===== config.mk =====
export PLATFORM = sky130hd
export DESIGN_NAME = switch_led_ctrl
export DESIGN_NICKNAME = d
export VERILOG_FILES = /design/src/rtl/switch_led_ctrl.sv
export SDC_FILE = /design/constraint.sdc
export NUM_CORES = 1
export LEC_CHECK = 0
export BUFFER_PORTS_ARGS = -buffer_cell sky130_fd_sc_hd__buf_4
export CAP_MARGIN = 15
export CORE_MARGIN = 2
export CORE_UTILIZATION = 35
export DETAILED_ROUTE_END_ITERATION = 8
export PLACE_DENSITY = 0.59
export SLEW_MARGIN = 20
export SYNTH_ARGS = -nofsm -noshare
export SYNTH_HDL_FRONTEND = slang
export SYNTH_SLANG_ARGS = --single-unit

===== constraint.sdc =====
create_clock -name clk -period 6.4 [get_ports clk]
set_input_delay 0.96 -clock clk [delete_from_list [all_inputs] [get_ports clk]]
set_output_delay 0.96 -clock clk [all_outputs]
set_load 0.03 [all_outputs]

===== src/rtl/switch_led_ctrl.sv =====
// Switch debouncer and LED display controller with direct/blink/chase/invert modes.
// Define SWITCH_LED_DEBOUNCE_EN to enable per-bit debounce counters; otherwise sw_stable is sync delayed one cycle.

module switch_led_ctrl_bit #(
    parameter int DEB_CYCLES = 16
) (
    input  logic clk,
    input  logic rst,
    input  logic sw,
    output logic stable
);
    logic s1, s2;

    always_ff @(posedge clk or posedge rst) begin
        if (rst) begin
            s1 <= 1'b0;
            s2 <= 1'b0;
        end else begin
            s1 <= sw;
            s2 <= s1;
        end
    end

`ifdef SWITCH_LED_DEBOUNCE_EN
    localparam int CW = $clog2(DEB_CYCLES);
    logic [CW-1:0] cnt;

    // Counter only runs while the synchronized level disagrees; any agreement clears it.
    always_ff @(posedge clk or posedge rst) begin
        if (rst) begin
            cnt    <= '0;
            stable <= 1'b0;
        end else if (s2 == stable) begin
            cnt <= '0;
        end else if (cnt == CW'(DEB_CYCLES - 1)) begin
            cnt    <= '0;
            stable <= s2;
        end else begin
            cnt <= cnt + 1'b1;
        end
    end
`else
    always_ff @(posedge clk or posedge rst) begin
        if (rst) stable <= 1'b0;
        else     stable <= s2;
    end
`endif
endmodule

module switch_led_ctrl #(
    parameter int WIDTH      = 8,
    parameter int DEB_CYCLES = 16,
    parameter int TICK_DIV   = 1000000
) (
    input  logic             clk,
    input  logic             rst,
    input  logic [WIDTH-1:0] switch,
    input  logic [1:0]       mode,
    output logic [WIDTH-1:0] led,
    output logic [WIDTH-1:0] sw_stable,
    output logic             sw_change
);
    localparam int PW = $clog2(TICK_DIV);
    localparam logic [WIDTH-1:0] TOP_BIT = {1'b1, {(WIDTH-1){1'b0}}};

    logic [WIDTH-1:0] stable_q;
    logic [WIDTH-1:0] chase;
    logic [WIDTH-1:0] led_nxt;
    logic [PW-1:0]    presc;
    logic [1:0]       mode_q, mode_d;
    logic             tick, blink_phase, hold, upd;

    for (genvar i = 0; i < WIDTH; i++) begin : g_bit
        switch_led_ctrl_bit #(.DEB_CYCLES(DEB_CYCLES)) u_bit (
            .clk    (clk),
            .rst    (rst),
            .sw     (switch[i]),
            .stable (sw_stable[i])
        );
    end

    assign tick = (presc == PW'(TICK_DIV - 1));

    always_ff @(posedge clk or posedge rst) begin
        if (rst) begin
            presc       <= '0;
            blink_phase <= 1'b0;
            chase       <= TOP_BIT;
        end else begin
            presc <= tick ? '0 : presc + 1'b1;
            if (tick) begin
                blink_phase <= ~blink_phase;
                chase       <= {chase[WIDTH-2:0], chase[WIDTH-1]};
            end
        end
    end

    // upd flags a registered switch-state or mode update visible this cycle;
    // the reset LED pattern is held until the first one arrives.
    assign upd = (sw_stable != stable_q) || (mode_q != mode_d);

    always_comb begin
        led_nxt = sw_stable;
        case (mode_q)
            2'b00: led_nxt = sw_stable;
            2'b01: led_nxt = sw_stable & {WIDTH{blink_phase}};
            2'b10: led_nxt = chase;
            2'b11: led_nxt = ~sw_stable;
            default: led_nxt = sw_stable;
        endcase
    end

    always_ff @(posedge clk or posedge rst) begin
        if (rst) begin
            stable_q  <= '0;
            sw_change <= 1'b0;
            mode_q    <= 2'b00;
            mode_d    <= 2'b00;
            hold      <= 1'b1;
            led       <= TOP_BIT;
        end else begin
            stable_q  <= sw_stable;
            sw_change <= (sw_stable != stable_q);
            mode_q    <= mode;
            mode_d    <= mode_q;
            hold      <= hold && !upd;
            if (!hold || upd) led <= led_nxt;
        end
    end
endmodule

Word-level counts from Yosys, hierarchy flattened
Cells that the tools add are included.
{"block": "totals", "input_bits": 12, "output_inout_bits": 17, "elab_cells": 51, "reg_bits": 75}
{"block": "op_classes", "n_reduce_logical": 6, "bitwise": 3, "n_eq_ne": 6, "mux": 2, "addsub": 1}
{"cell": "one-hot mux 8 bit (4 select lines)", "n": 1}
{"cell": "adder 20 x 1 -> 20 bit, second input constant", "n": 1}
{"cell": "== test 20 bit, second input constant", "n": 1}
{"cell": "2-to-1 mux 20 bit", "n": 1}
{"cell": "AND 8 bit", "n": 1}
{"cell": "!= test 8 bit", "n": 1}
{"cell": "NOT 8 bit", "n": 1}
{"cell": "== test 2 bit, second input constant", "n": 2}
{"cell": "== test 2 x 1 -> 1 bit, second input constant", "n": 1}
{"cell": "logical NOT 1 bit", "n": 2}
{"cell": "logical NOT 2 bit", "n": 1}
{"cell": "logical OR 1 bit", "n": 2}
{"cell": "!= test 2 bit", "n": 1}
{"cell": "logical AND 1 bit", "n": 1}
{"cell": "NOT 1 bit", "n": 1}

Depth between registers and ports, before layout
{"block": "logic_depth", "word_depth": 4, "depth_mapped": 6, "depth_no_buf": 5}

By module
Synthesis repeated with hierarchy kept, for this count alone.
{"block": "unflattened", "cells_unflattened": 217, "hier_area_um2": 2917.8}
{"mod": "switch_led_ctrl", "n_inst": 1, "cells_per_inst": 185, "area_each_um2": 2287.2, "seq_area_each_um2": 1280.0}
{"mod": "switch_led_ctrl_bit", "n_inst": 8, "cells_per_inst": 4, "area_each_um2": 78.8, "seq_area_each_um2": 75.1}

Worst setup path after synthesis
OpenSTA, ideal clock, no wires.
{"block": "synth_path", "path_kind": "reg-to-reg", "startpoint": "register presc[0]", "endpoint": "register presc[14]", "slack_ps": 4644, "required_time_ps": 6323, "t_arrival_ps": 1678, "n_path_buf": 0, "synth_period_minus_slack_ps": 1756, "stages_incl_launch_ff": 6, "setup_time_ps": 77, "cell_sequence": "dfrtp_1 ha_1 inv_1 or4_4 or3_1 a21oi_1"}
{"block": "synth_via", "elab_chain_len": 2, "elab_cells_between_ends": 3, "cone_classes": "add/sub (1); eq/ne (1); mux (1)"}
{"element": "start: declaration", "line": "69", "text": "logic [PW-1:0] presc;"}
{"element": "start signal: assignment", "line": "90", "text": "presc <= tick ? '0 : presc + 1'b1;"}
{"element": "adder 20 x 1 -> 20 bit / == test 20 bit (equally long branches)", "line": "90, 82"}
{"element": "2-to-1 mux 20 bit *", "line": "90"}
Mark *: on every way between the ends. The rest lies on a longest branch, timed or not.
A chain may end at the register's enable or synchronous reset.

Final worst setup path
{"block": "layout_path", "startpoint": "register mode_q[1]", "endpoint": "register led[0]"}
{"block": "layout_via", "elab_chain_len": 3, "elab_cells_between_ends": 8, "cone_classes": "eq/ne (4); mux (1); reduce/logical (3)"}
{"element": "start: declaration", "line": "70", "text": "logic [1:0] mode_q, mode_d;"}
{"element": "start signal: assignment", "line": "124", "text": "mode_q <= mode;"}
{"element": "parallel branches: the longest is 3 deep, another holds one-hot mux 8 bit (4 select lines)"}
{"element": "end signal: assignment", "line": "127", "text": "if (!hold || upd) led <= led_nxt;"}
{"element": "end: declaration", "line": "59", "text": "output logic [WIDTH-1:0] led,"}
Several ways; the timed one is not identified.

==> flow_summary.toml <==
[run_status]
status = "finished, final reports clean"

[synth]
synth_top_cell_area_share = 0.617
yosysTopAreaCell = "dfrtp_1"
synth.distinct_cells = 32
netlist_top_cells_area = "dfrtp_1 62%, mux2_2 6.2%, xor2_1 4.5%"
synth.cell_area_mm2 = 0.00292
syn_nets = 228
synth-seq-cells = 75
netlist_instances = 215
synth_warnings = 0
syn_area_per_cell_um2 = 13.6
ys_seq_area_frac = 0.644

[die]
die_h_um = 95.3
core_area_mm2 = 0.00813
num_rows = 33
die-area_mm2 = 0.00909
die_x_um = 95.3
io_pins = 29
start_util = 0.359

[detailed_routing]
viasPerCell = 4.75
drt_first_pass_iters = 4
drt_first_iter_violations = 106
drc = 0
wl_per_cell_um = 13.8
ant_nets = 0
dr_total_vias = 1671
routed_wl_um = 4850

[placement]
dp_hpwl_um = 3100
port_buffers = 28
place_congestion = 0.740

[cells_and_area]
drive_above_1_share = 0.271
fill_cells = 753
antenna_cells = 0
areaGrowthSynthToFinish_pct = 17.4
final_nets = 255

[setup_path]
path_class = "flop to flop"
required_ns = 6.62
end_kind = "flop"
start_kind = "flop"
worst-path-max-fanout = 19
arrival_ns = 2.44

[global_route]
grt_pass1_vias = 1652
grtUsageMet1 = 0.173
grt.busiest_layer = "met1"
antenna_found_initial = 0
grt_max_degree = 76
overflow = 0
grt_pass1_wl_um = 8230
track_usage = 0.121
grt_use_met2 = 0.169
grtUsageMet3 = 0.0292

[timing]
tns_ns = 0
timing.slew.headroom = 0.389
rsz0062_at_grt = "false"
timing.final.crit_share = 0.347
tightest_slew_ns = 0.917
max_freq_ghz = 0.450
maxSlewViolCount = 0
fin_worst_skew_ns = 0.0103
final-hold-violation-count = 0
setup_viol = 0
period_needed_ns = 2.22

[hold_path]
hold_path.class = "flop to flop"

[clocking]
cts_root_buf = "clkbuf_8"
cts_setup_buffers = 0
cts_tree = "yes"
h-tree-depth = 3
cts.reportedPaths.clkPinSlew_ns = 0.07
numCtsBuffers = 9
hold_buffers = 0
clock_latency_ns = 0.34
cts_sinks = 75
ctsResizeCount = 0
clk_path_buf_depth = 2

[power_and_ir_drop]
ir_drop_mv = 0.114
power_mw = 0.988
powerDensity_mw_per_mm2 = 288
p_leak_nw = 1.55

[flow_run]
maxCapViolCount = 0
[routing by layer]
layer	wire length, um	vias up	part of all wire
met5	0	-	0
met4	117	0	0.024
met1	2370	832	0.49
met2	2150	34	0.44
met3	203	11	0.042
li1	-	794	-
[kinds of logic after synthesis]
logic type               count (synthesis)  synth area share
multiplexers                            26            0.0960
adder cells (fa/ha/maj)                  1           0.00428
AO/OA/AOI/OAI                           17            0.0386
flip-flops                              75             0.644
XOR/XNOR                                24            0.0720
buffers and inverters                   18            0.0347
AND/OR/NAND/NOR                         54             0.111
[stage by stage]
step	instance area, um^2	hold slack [ns]	utilization	cells	worst slack [ns]
finish	3430	0.350	0.422	352	4.18
global route	3430	0.359	0.422	352	3.94
CTS	3430	0.352	0.422	352	4.20
detailed placement	3190	0.335	0.392	336	4.21
global placement	3190	0.333	0.392	336	4.24
floorplan	2920	0.331	-	215	3.53
[synth_stat cells, drive strengths merged]
cell type	number
nand3b	8
nand4b	2
xnor2	9
and3	1
o21ai	4
dfstp	3
xor2	15
inv	5
nand4	3
a22oi	8
dfrtp	72
clkbuf	2
buf	11
mux2	16
a41o	1
a21boi	1
mux2i	10
ha	1
and4	3
or4	1
nor4	5
nor3	2
a21oi	3
nand2	7
nand3	8
nor2	11
or3	2
nor2b	1
[critical path, stage by stage (launching register included)]
cell	delay [ns]
dfrtp_1	0.85
inv_1	0.09
a21boi_1	0.67
a22oi_1	0.20
mux2_2	0.29
[power breakdown]
group | internal, mW | switching [mW] | total, mW | leakage [nW]
sequential | 0.489 | 0.0126 | 0.502 | 0.926
combinational | 0.0228 | 0.0312 | 0.0540 | 0.506
clock | 0.270 | 0.162 | 0.432 | 0.117
[path summary, 6_finish.rpt]
path                       depth (start not counted)                 to  slack, ns              start
setup reg to reg                                   4             led[0]       4.18          mode_q[1]
hold / removal                                     0  g_bit[0].u_bit.s2       0.35  g_bit[0].u_bit.s1
hold reg to reg                                    0  g_bit[0].u_bit.s2       0.35  g_bit[0].u_bit.s1
setup / recovery                                   4             led[0]       4.18          mode_q[1]
max in group asynchronous                          3          presc[18]       4.90                rst
min in group asynchronous                          3  g_bit[3].u_bit.s1       0.89                rst
[area by class of cell]
type	count	area (um^2)	share of cell area
Multi-Input combinational cell	122	938	0.274
Tap cell	105	131	0.0383
Inverter	5	18.8	0.00547
Sequential cell	75	1880	0.548
Clock inverter	4	97.6	0.0285
Clock buffer	12	145	0.0423
Timing Repair Buffer	29	218	0.0635
[registers in the layout, summed over array words and instances, names as in the netlist]
signal,flops
blink_phase,1
chase,8
hold,1
mode_q,2
sw_change,1
g_bit.u_bit.s1,8
mode_d,2
g_bit.u_bit.stable,8
stable_q,8
led,8
g_bit.u_bit.s2,8
presc,20
[cells in the final DEF (no fill, tap or decap), drive strengths merged, types with 2 or more instances in the layout]
| cell | n |
|---|---|
| a21oi | 3 |
| a22oi | 8 |
| and4 | 3 |
| buf | 29 |
| bufinv | 3 |
| clkbuf | 12 |
| dfrtp | 72 |
| dfstp | 3 |
| inv | 5 |
| mux2 | 16 |
| mux2i | 10 |
| nand2 | 7 |
| nand3 | 8 |
| nand3b | 8 |
| nand4 | 3 |
| nand4b | 2 |
| nor2 | 11 |
| nor3 | 2 |
| nor4 | 5 |
| o21ai | 4 |
| or3 | 2 |
| xnor2 | 9 |
| xor2 | 15 |
Power figures use the tool's default switching activity.
